===== src/rtl/car_cmd_responder_pkg.sv =====
`default_nettype none
// +----------------------------------------------------------------------+
// | car_cmd_responder_pkg                                                |
// | Shared constants and report FSM encoding for car_cmd_responder.      |
// | Rev 1.0                                                              |
// +----------------------------------------------------------------------+
package car_cmd_responder_pkg;

  localparam logic [1:0] c_hdr = 2'b10;
  localparam logic [1:0] c_rsv = 2'b00;

  localparam int c_bit_straight = 0;
  localparam int c_bit_back     = 1;
  localparam int c_bit_left     = 2;
  localparam int c_bit_right    = 3;

  localparam int unsigned c_wdog_cycles_def  = 50_000_000;
  localparam int unsigned c_report_cycles_def = 1_000_000;

  typedef enum logic [1:0] {
    ST_IDLE = 2'd0,
    ST_LOAD = 2'd1,
    ST_WAIT = 2'd2
  } rpt_state_t;

endpackage
`default_nettype wire


===== src/rtl/car_cmd_responder_det_sync.sv =====
`default_nettype none
// +----------------------------------------------------------------------+
// | det_sync                                                             |
// | Two-flop synchronizer for the 4 detector lines plus change detect.   |
// | Rev 1.0                                                              |
// +----------------------------------------------------------------------+
module det_sync (
  input  logic       sys_clk,
  input  logic       rst_n,
  input  logic [3:0] det_raw,
  output logic [3:0] det_nib,
  output logic       det_changed
);

  logic [3:0] r_meta;
  logic [3:0] r_sync;
  logic [3:0] r_prev;

  always_ff @(posedge sys_clk or negedge rst_n) begin
    if (!rst_n) begin
      r_meta <= 4'b0000;
      r_sync <= 4'b0000;
      r_prev <= 4'b0000;
    end else begin
      r_meta <= det_raw;
      r_sync <= r_meta;
      r_prev <= r_sync;
    end
  end

  assign det_nib     = r_sync;
  assign det_changed = (r_sync != r_prev);

endmodule
`default_nettype wire


===== src/rtl/car_cmd_responder.sv =====
`default_nettype none
// +----------------------------------------------------------------------+
// | car_cmd_responder                                                    |
// | UART command decoder with link watchdog and detector report FSM.     |
// | Rev 1.0                                                              |
// +----------------------------------------------------------------------+
module car_cmd_responder
  import car_cmd_responder_pkg::*;
#(
  parameter int unsigned WDOG_CYCLES   = c_wdog_cycles_def,
  parameter int unsigned REPORT_CYCLES = c_report_cycles_def
) (
  input  logic       sys_clk,
  input  logic       rst_n,
  input  logic [7:0] rx_data,
  input  logic       rx_valid,
  output logic [7:0] tx_data,
  output logic       tx_valid,
  input  logic       tx_ready,
  input  logic       det_front,
  input  logic       det_left,
  input  logic       det_right,
  input  logic       det_back,
  output logic       move_fwd,
  output logic       move_back,
  output logic       turn_left,
  output logic       turn_right,
  output logic       link_ok,
  output logic [7:0] err_count
);

  localparam int c_wd_w = (WDOG_CYCLES > 1) ? $clog2(WDOG_CYCLES) : 1;
  localparam int c_rp_w = (REPORT_CYCLES > 1) ? $clog2(REPORT_CYCLES) : 1;
  localparam logic [c_wd_w-1:0] c_wdog_max   = c_wd_w'(WDOG_CYCLES - 1);
  localparam logic [c_rp_w-1:0] c_period_max = c_rp_w'(REPORT_CYCLES - 1);

  logic              r_move_fwd, r_move_back, r_turn_left, r_turn_right;
  logic              r_link_ok;
  logic [7:0]        r_err_count;
  logic [c_wd_w-1:0] r_wdog;
  logic [c_rp_w-1:0] r_period;
  rpt_state_t        r_state;
  logic              r_pending;
  logic [7:0]        r_tx_data;
  logic              r_tx_valid;

  logic       w_accept, w_reject, w_expired;
  logic       w_period_hit, w_trig;
  logic [3:0] w_nib;
  logic       w_changed;

  assign w_accept  = rx_valid && (rx_data[7:6] == c_hdr) && (rx_data[5:4] == c_rsv);
  assign w_reject  = rx_valid && !w_accept;
  assign w_expired = (r_wdog == c_wdog_max);

  // An accepted frame takes priority over a coincident watchdog expiry.
  always_ff @(posedge sys_clk or negedge rst_n) begin
    if (!rst_n) begin
      r_move_fwd   <= 1'b0;
      r_move_back  <= 1'b0;
      r_turn_left  <= 1'b0;
      r_turn_right <= 1'b0;
      r_link_ok    <= 1'b0;
      r_err_count  <= 8'h00;
      r_wdog       <= '0;
    end else begin
      if (w_accept) begin
        r_wdog       <= '0;
        r_link_ok    <= 1'b1;
        r_move_fwd   <= rx_data[c_bit_straight] & ~rx_data[c_bit_back];
        r_move_back  <= rx_data[c_bit_back] & ~rx_data[c_bit_straight];
        r_turn_left  <= rx_data[c_bit_left] & ~rx_data[c_bit_right];
        r_turn_right <= rx_data[c_bit_right] & ~rx_data[c_bit_left];
      end else if (w_expired) begin
        r_link_ok    <= 1'b0;
        r_move_fwd   <= 1'b0;
        r_move_back  <= 1'b0;
        r_turn_left  <= 1'b0;
        r_turn_right <= 1'b0;
      end else begin
        r_wdog <= r_wdog + c_wd_w'(1);
      end
      if (w_reject && (r_err_count != 8'hFF)) begin
        r_err_count <= r_err_count + 8'd1;
      end
    end
  end

  det_sync u_det_sync (
    .sys_clk     (sys_clk),
    .rst_n       (rst_n),
    .det_raw     ({det_back, det_right, det_left, det_front}),
    .det_nib     (w_nib),
    .det_changed (w_changed)
  );

  assign w_period_hit = (r_period == c_period_max);
  assign w_trig       = w_period_hit || w_changed;

  // Triggers seen while a report is in flight collapse into one pending flag.
  always_ff @(posedge sys_clk or negedge rst_n) begin
    if (!rst_n) begin
      r_state    <= ST_IDLE;
      r_pending  <= 1'b0;
      r_period   <= '0;
      r_tx_data  <= 8'h00;
      r_tx_valid <= 1'b0;
    end else begin
      r_period <= w_period_hit ? '0 : r_period + c_rp_w'(1);
      case (r_state)
        ST_IDLE: begin
          if (w_trig || r_pending) begin
            r_state   <= ST_LOAD;
            r_pending <= 1'b0;
            r_period  <= '0;
          end
        end
        ST_LOAD: begin
          r_tx_data  <= {4'b0000, w_nib};
          r_tx_valid <= 1'b1;
          r_state    <= ST_WAIT;
          if (w_trig) r_pending <= 1'b1;
        end
        ST_WAIT: begin
          if (w_trig) r_pending <= 1'b1;
          if (tx_ready) begin
            r_tx_valid <= 1'b0;
            r_state    <= ST_IDLE;
          end
        end
        default: r_state <= ST_IDLE;
      endcase
    end
  end

  assign move_fwd   = r_move_fwd;
  assign move_back  = r_move_back;
  assign turn_left  = r_turn_left;
  assign turn_right = r_turn_right;
  assign link_ok    = r_link_ok;
  assign err_count  = r_err_count;
  assign tx_data    = r_tx_data;
  assign tx_valid   = r_tx_valid;

endmodule
`default_nettype wire


===== config.mk =====
export PLATFORM = sky130hd
export DESIGN_NAME = car_cmd_responder
export DESIGN_NICKNAME = d
export VERILOG_FILES = /design/src/rtl/car_cmd_responder_pkg.sv /design/src/rtl/car_cmd_responder_det_sync.sv /design/src/rtl/car_cmd_responder.sv
export SDC_FILE = /design/constraint.sdc
export NUM_CORES = 1
export LEC_CHECK = 0
export CAP_MARGIN = 20
export CORE_MARGIN = 1.5
export CORE_UTILIZATION = 23
export CTS_BUF_LIST = sky130_fd_sc_hd__clkbuf_4 sky130_fd_sc_hd__clkbuf_8 sky130_fd_sc_hd__clkbuf_16
export DETAILED_ROUTE_END_ITERATION = 10
export PLACE_DENSITY_LB_ADDON = 0.1
export SYNTH_ARGS = -nofsm -noshare
export SYNTH_HDL_FRONTEND = slang
export SYNTH_SLANG_ARGS = --single-unit

===== constraint.sdc =====
create_clock -name sys_clk -period 3 [get_ports sys_clk]
set_input_delay 0.6 -clock sys_clk [delete_from_list [all_inputs] [get_ports sys_clk]]
set_output_delay 0.6 -clock sys_clk [all_outputs]
set_load 0.01 [all_outputs]

==> results.yml, run 1 <==
floorplanning:
  die-area_sq_um: 16600
  num_io_pins: 38
  rows: 45
  initial_core_util: 0.238
  die_y_um: 129
  die_w_um: 129
  core_region_area_sq_um: 15300
clock_network:
  numClockSinks: 79
  ctsHtreeMaxLevel: 3
  cts_resized: 0
  ctsHoldBuffers: 0
  cts_tree: "built"
  clk-insertion-delay-late_ns: 0.33
  clk_pin_slew_worst_paths_ns: 0.06
  cts_root_buffer: "clkbuf_16"
  cts_buffer_depth: 2
  cts_made_buffers: 9
  cts_setup_buffers: 0
timing:
  hold_viol: 0
  fin_tns_setup_ns: 0
  hold_ws_ns: 0.258
  worstMarginPinSlew_ns: 0.836
  finalMaxSlewViolations: 0
  finalCritPeriodShare: 0.748
  relSlewSlack: 0.443
  period_needed_ns: 2.24
  clock.fmax_mhz: 446
  rsz0062_at_grt: "no"
  setup_violations: 0
  skew_ns: 0.00369
power:
  p_leak_nw: 1.89
  ir_drop_mv: 0.252
  power_density_nw_per_um2: 761
  total_power_mw: 3.45
synthesis:
  synthTopCellsByArea: "dfrtp_1, xor2_1, nor2_1"
  netlist_area_sq_um: 3640
  synth_top_area_share: 0.543
  yosysTopAreaCell: "dfrtp_1"
  synthDistinctLibCells: 42
  synth-edff-count: 0
  yosysSeqAreaShare: 0.543
  ys.flop_type: "dfrtp_1"
  netlist_instances: 342
  synth_warnings: 0
  synthArstFlopShare: 1.00
  synth_seq_cells: 79
  syn_avg_cell_area_sq_um: 10.7
setup_path:
  slowest_stage: "and4_1"
  worstPathArrival_ns: 2.44
  worstSetupStartpointType: "flip-flop"
  worst-path-max-fanout: 17
  cpPeakStageDelay_ns: 0.64
  critPathKind: "flip-flop to flip-flop"
  crit_required_ns: 3.20
  worstSetupEndpointType: "flip-flop"
  critical_path.cell_chain: "or4b_1 > nor4_1 > and4_1 > mux2i_1 > nor2_1"
placed_design:
  dp_hpwl_um: 5180
  numPortBuffers: 33
  place.gp.congestion: 0.678
global_routing:
  grt_max_degree: 43
  antenna_found_initial: 0
  grt_pass1_vias: 2644
  grt_overflow_total: 0
  grt_use_total: 0.104
  grt_pass1_wl_um: 13500
detailed_routing:
  route.detailed.drc: 0
  vias: 2516
  drt_wl_total_um: 7690
  wl_per_cell_um: 12.9
  via_per_inst: 4.24
  first_pass_iters: 4
  drtAntennaViolNets: 0
  drtIter0Drc: 86
final_layout:
  layout-drive-gt1-share: 0.0783
  final_core_util: 0.296
  n_antenna_cell: 0
  area_growth_pct: 24.4
  final_nets: 401
run:
  drv_cap: 0
min_path:
  holdCritPathClass: "input port to async pin"
run_status:
  status: "finished clean"
==> layout make-up <==
type                       instances  area (sq um)
inverter                           8          30.0
clock inverter                     6          90.1
sequential                        79          1980
tap                              211           264
fill                            1650         10800
timing repair buffer              35           355
clock buffer                      10           239
multi-input combinational        245          1580
==> routing by layer <==
metal,share of wire,vias up,GRT usage
li1,-,1258,-
met1,0.49,1222,0.139
met2,0.47,27,0.162
met3,0.029,9,0.0308
met4,0.014,0,0.0337
met5,0,-,0
==> critical path: cells and delay by family (launching register included) <==
| kind | cells | cell delay (ns) |
|---|---|---|
| and+or+nand+nor | 4 | 1.41 |
| DFF | 1 | 0.44 |
| muxes | 1 | 0.25 |
==> kinds of logic (layout without fill, tap and decap cells) <==
kind of cell | count (synthesis) | count (layout) | synth area share
flip-flops | 79 | 79 | 0.543
AO/OA/AOI/OAI | 22 | 22 | 0.0402
other | 1 | 4 | 0.00103
buffers and inverters | 21 | 59 | 0.0275
AND/OR/NAND/NOR | 157 | 157 | 0.227
XOR/XNOR | 47 | 47 | 0.113
multiplexers | 8 | 8 | 0.0244
adder cells (fa/ha/maj) | 7 | 7 | 0.0240
==> per-stage QoR <==
step	std cells	instance area, sq um	setup slack, ns
5_1_grt	594	4530	0.577
3_3_place_gp	578	4200	0.562
2_1_floorplan	345	3650	1.14
3_5_place_dp	578	4200	0.533
6_report	594	4530	0.756
4_1_cts	594	4530	0.701
==> state kept, by name (all words and copies together) (netlist names), 2 cells and up <==
| signal | count |
|---|---|
| err_count | 8 |
| r_period | 20 |
| r_state | 2 |
| r_wdog | 26 |
| tx_data | 4 |
| u_det_sync.det_nib | 4 |
| u_det_sync.r_meta | 4 |
| u_det_sync.r_prev | 4 |
==> cells in the mapped netlist (2+ instances only) <==
master and number:
dfrtp_1 79, nor2_1 45, xor2_1 28, nand2_1 23, nand4_1 21, nand3_1 20, xnor2_1 19, and3_1 10
nor3_1 10, inv_1 8, ha_1 7, clkbuf_1 6, a21oi_1 5, and4_1 5, buf_4 5, nand3b_1 5
o21ai_1 5, mux2_2 4, nor4_1 4, o211ai_1 4, or4_1 4, mux2_1 3, buf_2 2, o31ai_1 2
==> worst paths after layout <==
check	to	cells after the start	startpoint	slack (ns)
min in group sys_clk	u_det_sync.det_nib[3]	0	u_det_sync.r_meta[3]	0.35
setup / recovery	r_wdog[1]	5	r_wdog[16]	0.76
hold / removal	turn_right	1	rst_n	0.26
hold reg to reg	u_det_sync.det_nib[3]	0	u_det_sync.r_meta[3]	0.35
setup reg to reg	r_wdog[1]	5	r_wdog[16]	0.76
max in group asynchronous	r_period[15]	2	rst_n	2.13
==> power breakdown <==
group / internal [mW] / switching (mW) / leakage [nW]
registers: 1.28 / 0.238 / 1.01
clock network: 0.756 / 0.442 / 0.159
logic: 0.381 / 0.356 / 0.721
==> cells in the final DEF, fill, tap and decap left out, types with 2 or more instances in the layout <==
cell type and instances:
nor2_1 45, clkbuf_16 9, xnor2_1 19, and3_1 10, inv_6 2, conb_1 4, bufinv_16 2, inv_1 8
nand4_1 21, mux2_2 4, buf_4 2, xor2_1 28, dfrtp_1 79, nor3_1 10, nand3_1 20, a21oi_1 5
or4_1 4, nand2_1 23, ha_1 7, o211ai_1 4, o21ai_1 5, and4_1 5, nand3b_1 5, clkdlybuf4s50_1 32
o31ai_1 2, mux2_1 3, nor4_1 4
Power figures use the tool's default switching activity.
==> inputs of run 2 (changes only) <==
==> constraint.sdc (replaced) <==
create_clock -name sys_clk -period 1.9 [get_ports sys_clk]
set_input_delay 0.38 -clock sys_clk [delete_from_list [all_inputs] [get_ports sys_clk]]
set_output_delay 0.38 -clock sys_clk [all_outputs]
set_load 0.01 [all_outputs]
==> run 2 against run 1 <==
Count of clock-buffer cells in the layout up 2. Die area unchanged. Sequential power up 55%. Flip-flop and latch count unchanged. Combinational power up 87%. Via count up 4.6%. Fmax up 24%. Clock skew up 0.0062 ns. Worst hold slack better by 0.086 ns. Utilization up 1.9 points. First-iteration DRC count down 7.0%. Setup slack worse by 0.67 ns. Critical path type unchanged. Highest routed layer unchanged.
==> results.yml, run 2 (same netlist as run 1, synthesis figures left out) <==
detailed_routing:
  drt_wl_total_um: 8000
  drtIter0Drc: 80
  drtAntennaViolNets: 0
  vias: 2632
  via_per_inst: 4.17
  wl_per_cell_um: 12.7
  first_pass_iters: 4
  route.detailed.drc: 0
floorplanning:
  die-area_sq_um: 16600
  die_y_um: 129
  rows: 45
  initial_core_util: 0.238
  core_region_area_sq_um: 15300
  num_io_pins: 38
  die_w_um: 129
power:
  p_clk_frac: 0.310
  sw_frac_of_total: 0.309
  p_leak_nw: 2.07
  ir_drop_mv: 0.424
  seqPwrFrac: 0.434
  combPwrFrac: 0.256
  total_power_mw: 5.40
  p_switching_mw: 1.67
  power_density_nw_per_um2: 1120
  p_int_mw: 3.73
placed_design:
  place_ws_ns: -0.0204
  place.gp.congestion: 0.722
  numPortBuffers: 33
  dp_hpwl_um: 5550
  postPlaceCellArea_sq_um: 4480
setup_path:
  crit_start: "r_period[13]"
  critPathKind: "flip-flop to flip-flop"
  worst-path-max-fanout: 2
  reg2reg_slack_ns: 0.09
  critical_path.cell_chain: "nor4_1 > nand2_1 > or3_4 > a32o_2 > mux2_1"
  r2r_end: "r_state[0]"
  worstPathArrival_ns: 2.04
  worstSetupEndpointType: "flip-flop"
  cpPeakStageDelay_ns: 0.38
  crit_buf_inv: 0
  cpLargestDelayFamily: "simple AND/OR/NAND/NOR gates"
  worstSetupStartpointType: "flip-flop"
  slowest_stage: "dfrtp_1"
  ff2ff_path_depth: 5
  r2r-start: "r_period[13]"
  cp.depth: 5
  crit_required_ns: 2.13
run:
  drv_cap: 0
global_routing:
  grt_use_total: 0.109
  grt_max_degree: 43
  grt_pass1_vias: 2836
  grt_pass1_wl_um: 14100
  antenna_found_initial: 0
  grt_overflow_total: 0
min_path:
  hold_depth: 0
  holdCritPathClass: "flip-flop to flip-flop"
  hold_end: "u_det_sync.det_nib[3]"
  hold_start: "u_det_sync.r_meta[3]"
timing:
  finalMaxSlewViolations: 0
  finalCritPeriodShare: 0.953
  setup_violations: 0
  skew_ns: 0.00989
  hold_viol: 0
  setup_ws_ns: 0.0886
  rsz0062_at_grt: "yes"
  clock.fmax_mhz: 552
  period_needed_ns: 1.81
final_layout:
  finalInstanceArea_sq_um: 4820
  final_common_cell: "dfrtp_1"
  final_nets: 438
  top_register: "r_wdog"
  n_antenna_cell: 0
  final_cell_mix: "dfrtp_1, nor2_1, buf_4"
  layout-drive-gt1-share: 0.167
  area_growth_pct: 32.2
  largest_register_ffs: 26
clock_network:
  cts_buffer_depth: 2
  cts_root_buffer: "clkbuf_16"
  clk-insertion-delay-late_ns: 0.34
  ctsHtreeMaxLevel: 3
  cts_tree: "built"
  cts_made_buffers: 9
  numClockSinks: 79
  clk_pin_slew_worst_paths_ns: 0.06
run_status:
  status: "finished clean"
## run 2: cell count changes in the layout (fill, tap and decap cells not counted), sizes merged
cell         previous run  this run
clkbuf                 10        12
bufinv                  2         0
buf                     3        39
dlygate4sd3             0         1
clkinvlp                1         2
inv                    10         9
## run 2: worst max path at each step
stage / to / slack (ns)
floorplan: r_state[0] / 0.04
global placement: r_state[0] / 0.06
detailed placement: r_state[0] / -0.02
CTS: r_state[0] / 0.03
global route: r_wdog[1] / -0.003
finish: r_state[0] / 0.09
## run 2: power by group through the flow
stage,Sequential [mW],Clock (mW),Combinational (mW)
2_1_floorplan,2.39,0,0.647
3_3_place_gp,2.37,0,1.39
6_report,2.34,1.67,1.38
4_1_cts,2.35,1.73,1.40
3_5_place_dp,2.38,0,1.40
5_1_grt,2.42,1.82,1.56
## run 2: metrics by stage
step | setup TNS [ns] | instances | util | hold slack [ns]
after floorplan | 0 | 345 | - | 0.0844
after global routing | -0.00300 | 631 | 0.315 | 0.364
final | 0 | 631 | 0.315 | 0.344
after global placement | 0 | 611 | 0.292 | 0.277
after detailed placement | -0.0385 | 611 | 0.292 | 0.283
after CTS | 0 | 628 | 0.312 | 0.347
## run 2: routing by layer
| metal | track usage | wire length (um) | up-vias |
|---|---|---|---|
| met4 | 0.0449 | 144 | 0 |
| met3 | 0.0366 | 238 | 10 |
| met5 | 0 | 0 | - |
| met1 | 0.132 | 3760 | 1261 |
| li1 | - | - | 1334 |
| met2 | 0.179 | 3860 | 27 |
## run 2: what timing repair did
| item | 4_1_cts | 5_1_grt |
|---|---|---|
| pin swaps | 0 | 5 |
| setup endpoints to repair | 2 | 5 |
| buffers inserted | 0 | 3 |
| hold buffers | 1 | 0 |
| endpoints found under the hold margin | 17 | 0 |
| gates resized for setup | 1 | 3 |
## run 2: layout make-up
cell class              count  area, sq um
clock buffers              12          260
flip-flops and latches     79         1980
fillers                  1622        10500
clock inverters             4         28.8
well taps                 211          264
multi-input cells         245         1600
repair buffers             72          661
inverters                   8         30.0
